==> config.mk <==
export PLATFORM = sky130hd
export DESIGN_NAME = word_picker
export DESIGN_NICKNAME = d
export VERILOG_FILES = /design/src/rtl/hangman_pkg.sv /design/src/rtl/word_rom.sv /design/src/rtl/word_picker.sv
export SDC_FILE = /design/constraint.sdc
export NUM_CORES = 1
export LEC_CHECK = 0
export CAP_MARGIN = 10
export CORE_MARGIN = 1
export CORE_UTILIZATION = 25
export DETAILED_ROUTE_END_ITERATION = 6
export GPL_ROUTABILITY_DRIVEN = 0
export GPL_TIMING_DRIVEN = 0
export HOLD_SLACK_MARGIN = 0.15
export PLACE_DENSITY_LB_ADDON = 0.05
export SYNTH_ARGS = -nofsm -noshare
export SYNTH_HDL_FRONTEND = slang
export SYNTH_HIERARCHICAL = 1
export SYNTH_SLANG_ARGS = --single-unit
==> constraint.sdc <==
create_clock -name clk -period 2.1 [get_ports clk]
set_input_delay 0.63 -clock clk [delete_from_list [all_inputs] [get_ports clk]]
set_output_delay 0.63 -clock clk [all_outputs]
set_load 0.005 [all_outputs]
==> src/rtl/hangman_pkg.sv <==
// rtl/hangman_pkg.sv - Hangman letter codes, word-picker FSM states, word ROM contents and LFSR taps.
package hangman_pkg;

  localparam logic [4:0] LETTER_A = 5'd0,  LETTER_B = 5'd1,  LETTER_C = 5'd2,  LETTER_D = 5'd3;
  localparam logic [4:0] LETTER_E = 5'd4,  LETTER_F = 5'd5,  LETTER_G = 5'd6,  LETTER_H = 5'd7;
  localparam logic [4:0] LETTER_I = 5'd8,  LETTER_J = 5'd9,  LETTER_K = 5'd10, LETTER_L = 5'd11;
  localparam logic [4:0] LETTER_M = 5'd12, LETTER_N = 5'd13, LETTER_O = 5'd14, LETTER_P = 5'd15;
  localparam logic [4:0] LETTER_Q = 5'd16, LETTER_R = 5'd17, LETTER_S = 5'd18, LETTER_T = 5'd19;
  localparam logic [4:0] LETTER_U = 5'd20, LETTER_V = 5'd21, LETTER_W = 5'd22, LETTER_X = 5'd23;
  localparam logic [4:0] LETTER_Y = 5'd24, LETTER_Z = 5'd25;
  localparam logic [4:0] LETTER_BLANK = 5'b11111;

  typedef enum logic [2:0] {
    ST_IDLE,
    ST_DRAW,
    ST_FETCH,
    ST_LOAD,
    ST_READY
  } state_e;

  // Fibonacci taps at bits 15,13,12,10 for x^16+x^14+x^13+x^11+1.
  localparam logic [15:0] LFSR_TAPS     = 16'hB400;
  localparam logic [3:0]  NO_REPEAT_MAX = 4'd13;
  localparam int          ROM_DEPTH     = 16;

  function automatic logic [15:0] lfsr_step(input logic [15:0] v);
    return {v[14:0], ^(v & LFSR_TAPS)};
  endfunction

  localparam logic [24:0] WORD_ROM [ROM_DEPTH] = '{
    {LETTER_S, LETTER_T, LETTER_A, LETTER_Y, LETTER_BLANK},
    {LETTER_H, LETTER_A, LETTER_N, LETTER_G, LETTER_BLANK},
    {LETTER_L, LETTER_O, LETTER_G, LETTER_I, LETTER_C},
    {LETTER_C, LETTER_L, LETTER_O, LETTER_C, LETTER_K},
    {LETTER_R, LETTER_O, LETTER_P, LETTER_E, LETTER_BLANK},
    {LETTER_G, LETTER_U, LETTER_E, LETTER_S, LETTER_S},
    {LETTER_T, LETTER_R, LETTER_E, LETTER_E, LETTER_BLANK},
    {LETTER_A, LETTER_P, LETTER_P, LETTER_L, LETTER_E},
    {LETTER_W, LETTER_O, LETTER_R, LETTER_D, LETTER_BLANK},
    {LETTER_P, LETTER_L, LETTER_A, LETTER_N, LETTER_T},
    {LETTER_F, LETTER_L, LETTER_A, LETTER_S, LETTER_H},
    {LETTER_G, LETTER_A, LETTER_M, LETTER_E, LETTER_BLANK},
    {LETTER_Q, LETTER_U, LETTER_I, LETTER_Z, LETTER_BLANK},
    {LETTER_M, LETTER_A, LETTER_G, LETTER_I, LETTER_C},
    {LETTER_J, LETTER_U, LETTER_M, LETTER_P, LETTER_BLANK},
    {LETTER_B, LETTER_R, LETTER_A, LETTER_V, LETTER_E}
  };

endpackage

==> src/rtl/word_rom.sv <==
// rtl/word_rom.sv - synchronous-read word ROM with registered 25-bit output.
module word_rom
  import hangman_pkg::*;
#(
  parameter int ADDR_W = 4
) (
  input  logic              clk_i,
  input  logic              reset_i,
  input  logic [ADDR_W-1:0] addr_i,
  output logic [24:0]       data_o
);

  logic [24:0] data_q;

  always_ff @(posedge clk_i) begin
    if (reset_i) begin
      data_q <= {5{LETTER_BLANK}};
    end else begin
      data_q <= WORD_ROM[addr_i];
    end
  end

  assign data_o = data_q;

endmodule

==> src/rtl/word_picker.sv <==
// rtl/word_picker.sv - Hangman secret-word selector: free-running LFSR indexes the word ROM, word held per round.
// Optional WORD_PICKER_NO_REPEAT_EN: redraw (up to 13 retries) when the index matches the previous word.
module word_picker
  import hangman_pkg::*;
#(
  parameter int          WORDS     = 16,
  parameter logic [15:0] LFSR_SEED = 16'hACE1
) (
  input  logic                     clk,
  input  logic                     reset,
  input  logic                     new_game,
  output logic [4:0]               letter1,
  output logic [4:0]               letter2,
  output logic [4:0]               letter3,
  output logic [4:0]               letter4,
  output logic [4:0]               letter5,
  output logic [2:0]               word_len,
  output logic [$clog2(WORDS)-1:0] word_idx,
  output logic                     word_valid
);

  localparam int IDX_W = $clog2(WORDS);

  state_e            state_q, state_d;
  logic [15:0]       lfsr_q;
  logic              new_game_q;
  logic [IDX_W-1:0]  addr_q, addr_d;
  logic [24:0]       word_q, word_d;
  logic [2:0]        len_q, len_d;
  logic [IDX_W-1:0]  idx_q, idx_d;
  logic              valid_q, valid_d;
  logic [24:0]       rom_data;
  logic              req;
  logic [IDX_W-1:0]  cand;
`ifdef WORD_PICKER_NO_REPEAT_EN
  logic              had_word_q, had_word_d;
  logic [3:0]        retry_q, retry_d;
`endif

  assign req  = new_game & ~new_game_q;
  assign cand = lfsr_q[IDX_W-1:0];

  word_rom #(.ADDR_W(IDX_W)) u_rom (
    .clk_i   (clk),
    .reset_i (reset),
    .addr_i  (addr_q),
    .data_o  (rom_data)
  );

  always_comb begin
    state_d = state_q;
    addr_d  = addr_q;
    word_d  = word_q;
    len_d   = len_q;
    idx_d   = idx_q;
    valid_d = valid_q;
`ifdef WORD_PICKER_NO_REPEAT_EN
    had_word_d = had_word_q;
    retry_d    = retry_q;
`endif
    case (state_q)
      ST_IDLE: begin
        valid_d = 1'b0;
        if (req) begin
          state_d = ST_DRAW;
`ifdef WORD_PICKER_NO_REPEAT_EN
          had_word_d = 1'b0;
`endif
        end
      end
      ST_DRAW: begin
        addr_d  = cand;
        state_d = ST_FETCH;
`ifdef WORD_PICKER_NO_REPEAT_EN
        // Stay in DRAW while the LFSR keeps offering the previous word's index.
        if (had_word_q && (cand == idx_q) && (retry_q < NO_REPEAT_MAX)) begin
          state_d = ST_DRAW;
          retry_d = retry_q + 4'd1;
        end else begin
          retry_d = 4'd0;
        end
`endif
      end
      ST_FETCH: state_d = ST_LOAD;
      ST_LOAD: begin
        word_d  = rom_data;
        len_d   = (rom_data[4:0] == LETTER_BLANK) ? 3'd4 : 3'd5;
        idx_d   = addr_q;
        valid_d = 1'b1;
        state_d = ST_READY;
      end
      ST_READY: begin
        if (req) begin
          valid_d = 1'b0;
          state_d = ST_DRAW;
`ifdef WORD_PICKER_NO_REPEAT_EN
          had_word_d = valid_q;
`endif
        end
      end
      default: state_d = ST_IDLE;
    endcase
  end

  always_ff @(posedge clk) begin
    if (reset) begin
      state_q    <= ST_IDLE;
      lfsr_q     <= LFSR_SEED;
      new_game_q <= 1'b0;
      addr_q     <= '0;
      word_q     <= {5{LETTER_BLANK}};
      len_q      <= 3'd0;
      idx_q      <= '0;
      valid_q    <= 1'b0;
`ifdef WORD_PICKER_NO_REPEAT_EN
      had_word_q <= 1'b0;
      retry_q    <= 4'd0;
`endif
    end else begin
      state_q    <= state_d;
      lfsr_q     <= lfsr_step(lfsr_q);
      new_game_q <= new_game;
      addr_q     <= addr_d;
      word_q     <= word_d;
      len_q      <= len_d;
      idx_q      <= idx_d;
      valid_q    <= valid_d;
`ifdef WORD_PICKER_NO_REPEAT_EN
      had_word_q <= had_word_d;
      retry_q    <= retry_d;
`endif
    end
  end

  assign letter1    = word_q[24:20];
  assign letter2    = word_q[19:15];
  assign letter3    = word_q[14:10];
  assign letter4    = word_q[9:5];
  assign letter5    = word_q[4:0];
  assign word_len   = len_q;
  assign word_idx   = idx_q;
  assign word_valid = valid_q;

endmodule
* After elaboration in Yosys (flattened, before gate mapping)
Memories as Yosys holds them, arrays and structs flattened. A register that Yosys moved wholly into a read port is not among the register bits. Index checks and enable logic that the tools add are counted.
Word-level totals: register bits after elaboration 57, ROM bits 400, output and inout bits 33, logic and storage cells 29, memories kept 1
Memory list:
- (name not given) | words 16, width 25, read ports 1, clocked after memory_dff 1, write ports 0, RTL line word_rom.sv:19 | data_q <= WORD_ROM[addr_i];
Operators by class: eq/ne operators 7, mux-type cells 5, bitwise operators 3, reduce and logical (&&, ||, !) cells 5
Operator list (count):
- $reduce_xor 16->1 | 1
- $pmux 3 s4 | 1
- $eq 3x2->1 const B | 2
- $eq 5x5->1 const B | 1
- $not 4->5 | 1
- $eq 3x1->1 const B | 1
- $eq 3x3->1 const B | 1
- $logic_not 3->1 | 1
- $mux 3 | 1
- $pmux 1 s3 | 1
- $reduce_bool 3->1 | 1
- $mux 1 | 2
- $ne 2x1->1 const B | 1
- $ne 2x2->1 const B | 1
- $reduce_and 2->1 | 1
- $reduce_or 2->1 | 1
- $and 1x1->1 | 1
- $not 1->1 | 1

* Logic depth before layout (Yosys ltp)
Gate-level depths: netlist of run 1.
depth in word-level cells 4, depth in mapped cells 6

* Hierarchy
The synthesis of run 1 kept the hierarchy.
Modules (own cells, without submodules):
- word_picker | times used 1, cells an instance 207, area an instance 1968.1 um^2, seq. area each 1121.1 um^2
- word_rom | times used 1, cells an instance 123, area an instance 1163.6 um^2, seq. area each 500.5 um^2

* Worst setup path before layout of run 1
OpenSTA, ideal clock, no wires.
path type register to register, start point register addr_q[0], end point register u_rom.data_q[15], in the netlist u_rom/data_o[15], library setup time 122 ps, arrival 1653 ps, required time 1978 ps, slack 325 ps, stages on the path, launching flop included 6, path buffers 1, cells stage by stage dfxtp_1 clkbuf_1 inv_1 ha_1 nand2b_1 a311o_1
Between the ends: word-level cells in the longest chain between the ends 1
Ends and longest elaborated chain:
- from (decl) | RTL line word_picker.sv:27 | logic [IDX_W-1:0] addr_q, addr_d;
- from (signal assigned) | RTL line word_picker.sv:123 | addr_q <= addr_d;
- $not 4->5 (implied by the code) | RTL line word_rom.sv:19
- to (decl) | RTL line word_rom.sv:13 | logic [24:0] data_q;
Every way passes these cells. A chain may end at the register's enable or synchronous reset.

* Worst setup path after layout of run 1
start point register addr_q[0], end point register u_rom.data_q[19], in the netlist u_rom/data_o[19]
Same word-level chain as after synthesis.

==> metrics.csv, run 1 <==
stage;metric;value;unit
sta;crit share post-route;0.935;
setup_path;critical path peak fanout;8;
sta;Worst Slack Setup Final;0.137;ns
synth;syn avg cell area;9.49;µm²
pwr;total power;0.00370;W
floorplanning;core area;12100;µm²
sta;Max-slew headroom;0.654;
setup_path;CP required;2.32;ns
synth;Most used DFF post-synth;dfxtp_1;
synth;Synth area leader;dfxtp_1;
clock_tree;Bufs on Longest Clock Path;2;
synth;Synth cell types;45;
routing;Final ANT Viol Nets;0;
run;max-cap violation count;0;
floorplanning;Ports;36;
clock_tree;clk slew on worst S/H paths;0.06;ns
sta;Finish-stage setup viols;0;
floorplanning;die height;114;µm
sta;Clock Skew;0.00808;ns
floorplanning;Die Area;13000;µm²
sta;RSZ-0062 raised after global routing;false;
grt;initial antenna violation count;0;
grt;first-pass GRT wire length;12100;µm
setup_path;Crit. End Element;flip-flop;
clock_tree;H-Tree Depth;3;
grt;vias in the first global route;2264;
grt;global route overflow;0;
pwr;Clock power frac;0.454;
synth;most frequent cells after synthesis;dfxtp_1, nand2_1, nand3b_1;
synth;flop and latch count out of synthesis;81;
grt;Tot GR Track Use;0.124;
pwr;Internal;0.00284;W
floorplanning;Rows;40;
synth;most frequent cell after synthesis;dfxtp_1;
sta;Max Transition Viols Final;0;
pwr;switch share;0.233;
cells_and_area;Syn-to-layout area delta;27.6;%
clock_tree;TritonCTS Buffers;9;
sta;fmax;0.509;GHz
min_path;worst min path class;reg2reg;
synth;Syn Nets;341;
sta;final hold slack;0.414;ns
synth;sequential cell area fraction in the yosys report;0.518;
setup_path;critical-path cell list;clkbuf_2 > inv_1 > ha_1 > nand2b_1 > o21ai_1 > a211o_1;
placed_design;Setup WS pre-CTS;-0.0829;ns
clock_tree;Root Buffer;clkbuf_16;
clock_tree;clock sink count;81;
placed_design;I/O Buffers;33;
cells_and_area;# fillers;1292;
pwr;Reg power frac;0.453;
setup_path;worst setup path category;reg2reg;
routing;Vias per Instance;4.22;
sta;Slew @ Worst Pin;0.519;ns
status;status;complete, no violations;
synth;YS warnings;6;
pwr;PD cells;927;nW/µm²
synth;number of enable flip-flop cells after synthesis;0;
routing;Initial DRT Pass Iterations;4;
grt;largest net degree at the start of global routing;15;
routing;Residual DRC;0;
setup_path;Slowest-stage cell, CP;ha_1;
sta;Final Hold Viols;0;
sta;fin crit period;1.96;ns
clock_tree;hold_buf cts;0;
pwr;static leakage;1.60;nW
setup_path;Worst path max stage delay;0.44;ns
setup_path;worst endpoint data arrival time;2.18;ns
setup_path;Startpoint Class;flip-flop;
pwr;Comb power frac;0.093;
cells_and_area;area occupied by multi-input gates;1320;µm²
cells_and_area;Final #Nets;385;
pwr;Net Sw Power;0.000864;W
synth;Mapped Cells;330;
cells_and_area;layout cells sized above 1;0.127;
pwr;Worst IR Drop VDD;0.435;mV
synth;top post-synthesis cells by area;dfxtp_1, nand2_1, nand3b_1, ha_1, mux2i_1;
synth;post-synthesis cell area;3130;µm²
floorplanning;Die X;114;µm
cells_and_area;Antenna diodes;0;
routing;via count;2306;
routing;Starting DRT DRC Count;205;
synth;ys async rst share;0;
placed_design;HPWL Detailed;5250;µm
cells_and_area;register area;1620;µm²
clock_tree;CTS tree;built;
clock_tree;clk_lat worst skew;0.34;ns
synth;share of the synthesized area in the top cell type;0.518;
routing;drt total wl;7250;µm
floorplanning;Starting Density;0.259;
routing;wire per inst;13.3;µm
-- flip-flops by register name, summed over array words and instances, names as in the netlist --
signal and cells:
u_rom/data_o 25, word_q 25, lfsr_q 16, addr_q 4
word_idx 4, state_q 3, word_len 2, new_game_q 1
word_valid 1
-- metrics by stage --
step	TNS [ns]	cell area, µm²	cells	util
after floorplan	0	3130	330	-
after global placement	-0.133	3670	531	0.303
after detailed placement	-0.102	3670	531	0.303
after CTS	0	3990	547	0.330
after global routing	0	4000	547	0.330
final	0	4000	547	0.330
-- critical path, delay by kind of cell, from the launching register on --
family / cells / cell delay [ns]
AND/OR/NAND/NOR: 1 / 0.21
AO/OA/AOI/OAI: 2 / 0.44
adder cells (fa/ha/maj): 1 / 0.44
buffers and inverters: 2 / 0.36
flip-flops: 1 / 0.40
-- final timing paths --
kind | from | endpoint | slack (ns) | cells after the start
max | addr_q[0] | u_rom/data_o[19] | 0.14 | 6
min | lfsr_q[14] | lfsr_q[15] | 0.41 | 1
max reg2reg | addr_q[0] | u_rom/data_o[19] | 0.14 | 6
min reg2reg | lfsr_q[14] | lfsr_q[15] | 0.41 | 1
-- per-layer routing --
metal | vias to the layer above | part of all wire | routed length, µm | track usage
li1 | 1187 | - | - | -
met5 | - | 0 | 0 | 0
met3 | 11 | 0.041 | 300 | 0.0425
met4 | 0 | 0.017 | 125 | 0.0519
met1 | 1071 | 0.51 | 3680 | 0.162
met2 | 37 | 0.43 | 3150 | 0.185
-- cell families after synthesis --
group	after synthesis	synth area share
AOI/OAI and AO/OA	45	0.0947
xor gates and xnor gates	5	0.0140
adders and majority gates	8	0.0320
buffers and inverters	31	0.0603
DFF	81	0.518
muxes	10	0.0364
other	1	0.00120
and+or+nand+nor	149	0.244
-- layout by cell type (no fill, tap or decap), drive strengths merged, types with 6 or more instances in the layout --
cell type,instances
a21oi,12
buf,15
clkbuf,19
clkdlybuf4s50,33
dfxtp,81
ha,8
inv,7
mux2i,8
nand2,70
nand3b,26
nor2,16
nor2b,10
o211ai,6
o21ai,10
or2,7
-- cell type report --
type / instances / area share
clock buffers: 9 / 0.0564
inverters: 6 / 0.00564
multi-input cells: 218 / 0.331
flip-flops and latches: 81 / 0.407
repair buffers: 33 / 0.0827
well taps: 168 / 0.0526
plain buffers: 25 / 0.0420
clock inverters: 7 / 0.0235
-- power groups by stage --
| stage | clock network, W | registers, W | logic, W |
|---|---|---|---|
| after floorplan | 0 | 0.00170 | 0.000235 |
| after global placement | 0 | 0.00171 | 0.000351 |
| after detailed placement | 0 | 0.00171 | 0.000348 |
| after CTS | 0.00174 | 0.00168 | 0.000351 |
| after global routing | 0.00182 | 0.00169 | 0.000386 |
| final | 0.00168 | 0.00168 | 0.000345 |
-- repair_timing --
item	CTS	global route
endpoints found under the setup margin	2	2
gates resized for setup	1	2
setup buffers	0	0
Power figures use the tool's default switching activity.
==> run 2, diff against run 1 <==
- clock period: 2.1 -> 1.8 ns (I/O delays scaled with it)
==> run 2 against run 1 <==
  * Sequential power is 17% higher
  * Clock skew about the same
  * Non-clock buffer count stayed put
  * Design area up 0.72%
==> metrics.csv, run 2 (synthesized netlist as in run 1, its figures left out) <==
stage;metric;value;unit
status;status;complete, no violations;
clock_tree;clock sink count;81;
cells_and_area;Antenna diodes;0;
setup_path;Worst path max stage delay;0.51;ns
floorplanning;Starting Density;0.259;
cells_and_area;commonest non-fill, non-tap cell in the layout;dfxtp_1;
sta;Clock Skew;0.00819;ns
sta;crit share post-route;0.962;
routing;drt total wl;7210;µm
setup_path;Slowest-stage cell, CP;clkdlybuf4s50_1;
sta;Max Transition Viols Final;0;
setup_path;reg-to-reg startpoint;addr_q[0];
setup_path;CP startpoint;word_q[6];
pwr;PD cells;1080;nW/µm²
routing;Residual DRC;0;
pwr;Worst IR Drop VDD;0.504;mV
routing;Starting DRT DRC Count;220;
cells_and_area;most frequent cells in the layout;dfxtp_1, nand2_1, clkdlybuf4s50_1;
routing;Initial DRT Pass Iterations;4;
routing;Vias per Instance;4.25;
sta;fin crit period;1.73;ns
pwr;static leakage;1.60;nW
sta;Finish-stage setup viols;0;
placed_design;I/O Buffers;33;
cells_and_area;# fillers;1290;
setup_path;critical path peak fanout;2;
clock_tree;post-CTS setup buffer count;0;
sta;Slew @ Worst Pin;0.538;ns
run;max-cap violation count;0;
floorplanning;die height;114;µm
clock_tree;clk slew on worst S/H paths;0.06;ns
sta;fmax;0.577;GHz
clock_tree;TritonCTS Buffers;9;
grt;global route overflow;0;
setup_path;Worst Setup EP;letter4[1];
grt;vias in the first global route;2264;
setup_path;worst setup path category;reg2out;
sta;Max-slew headroom;0.641;
setup_path;Startpoint Class;flip-flop;
setup_path;delay-heaviest family, CP;buffers and inverters;
placed_design;HPWL Detailed;5250;µm
setup_path;worst path bufs/invs;1;
setup_path;Crit. End Element;primary output;
clock_tree;CTS tree;built;
setup_path;CP required;1.26;ns
min_path;worst min path class;reg2reg;
placed_design;placed inst area;3670;µm²
grt;largest net degree at the start of global routing;15;
routing;wire per inst;13.2;µm
sta;RSZ-0062 raised after global routing;false;
sta;Final Hold Viols;0;
cells_and_area;Final #Nets;385;
setup_path;worst endpoint data arrival time;1.19;ns
clock_tree;clk_lat worst skew;0.34;ns
cells_and_area;Util after Layout;0.332;
floorplanning;Ports;36;
grt;Tot GR Track Use;0.124;
routing;via count;2326;
setup_path;reg2reg end;u_rom/data_o[17];
setup_path;R2R setup slack;0.13;ns
setup_path;critical path depth;1;
setup_path;r2r worst-path depth;6;
floorplanning;Die X;114;µm
cells_and_area;layout cells sized above 1;0.137;
cells_and_area;Syn-to-layout area delta;28.5;%
floorplanning;Die Area;13000;µm²
grt;first-pass GRT wire length;12100;µm
clock_tree;Bufs on Longest Clock Path;2;
grt;initial antenna violation count;0;
clock_tree;hold_buf cts;0;
floorplanning;core area;12100;µm²
routing;Final ANT Viol Nets;0;
clock_tree;Root Buffer;clkbuf_16;
min_path;hold path depth;1;
clock_tree;H-Tree Depth;3;
floorplanning;Rows;40;
setup_path;critical-path cell list;clkdlybuf4s50_1;
cells_and_area;Post-Layout Inst Area;4020;µm²
## run 2: worst reg2reg max path, stage by stage (launching register included)
cell and delay [ns]:
dfxtp_4 0.39, clkbuf_4 0.19, inv_1 0.13, ha_1 0.28
mux2i_1 0.15, nor2_1 0.06, a311o_1 0.36
## run 2: worst min path at each step
| stage | startpoint | to |
|---|---|---|
| after global routing | lfsr_q[9] | lfsr_q[10] |
| after CTS | lfsr_q[5] | lfsr_q[6] |
| final | lfsr_q[14] | lfsr_q[15] |
| after detailed placement | lfsr_q[5] | lfsr_q[6] |
| after floorplan | lfsr_q[9] | lfsr_q[10] |
| after global placement | lfsr_q[5] | lfsr_q[6] |
## run 2: power by group
| part | switching, W | internal, W | total, W |
|---|---|---|---|
| clock | 0.000745 | 0.00121 | 0.00196 |
| combinational | 0.000210 | 0.000209 | 0.000419 |
| sequential | 0.0000530 | 0.00190 | 0.00196 |
## run 2: layer usage
metal	track usage	up-vias	wire length (µm)
li1	-	1186	-
met1	0.162	1070	3550
met2	0.185	57	3160
met3	0.0425	13	370
met4	0.0519	0	132
met5	0	-	0
## run 2: per-stage QoR
step / TNS (ns) / instances / hold WS (ns) / setup slack, ns / total power [W]
global placement: -2.82 / 531 / 0.403 / -0.393 / 0.00241
floorplan: 0 / 330 / 0.389 / 0.0250 / 0.00226
detailed placement: -2.40 / 531 / 0.397 / -0.383 / 0.00240
finish: 0 / 547 / 0.413 / 0.0683 / 0.00433
CTS: 0 / 547 / 0.415 / 0.0198 / 0.00441
global route: 0 / 547 / 0.436 / 0.00379 / 0.00456
## run 2: timing repair
action / CTS / global route
gates cloned: 0 / 0
endpoints found under the setup margin: 15 / 5
pin swaps: 0 / 0
gates resized for setup: 6 / 4
## run 2: cell type report
class                   instances  area [µm²]  share of cell area
flip-flops and latches         81        1630               0.405
repair buffers                 33         330              0.0821
well taps                     168         210              0.0522
inverters                       6        22.5             0.00560
clock inverters                 7        93.8              0.0233
plain buffers                  25         170              0.0423
clock buffers                   9         225              0.0560
multi-input cells             218        1340               0.334
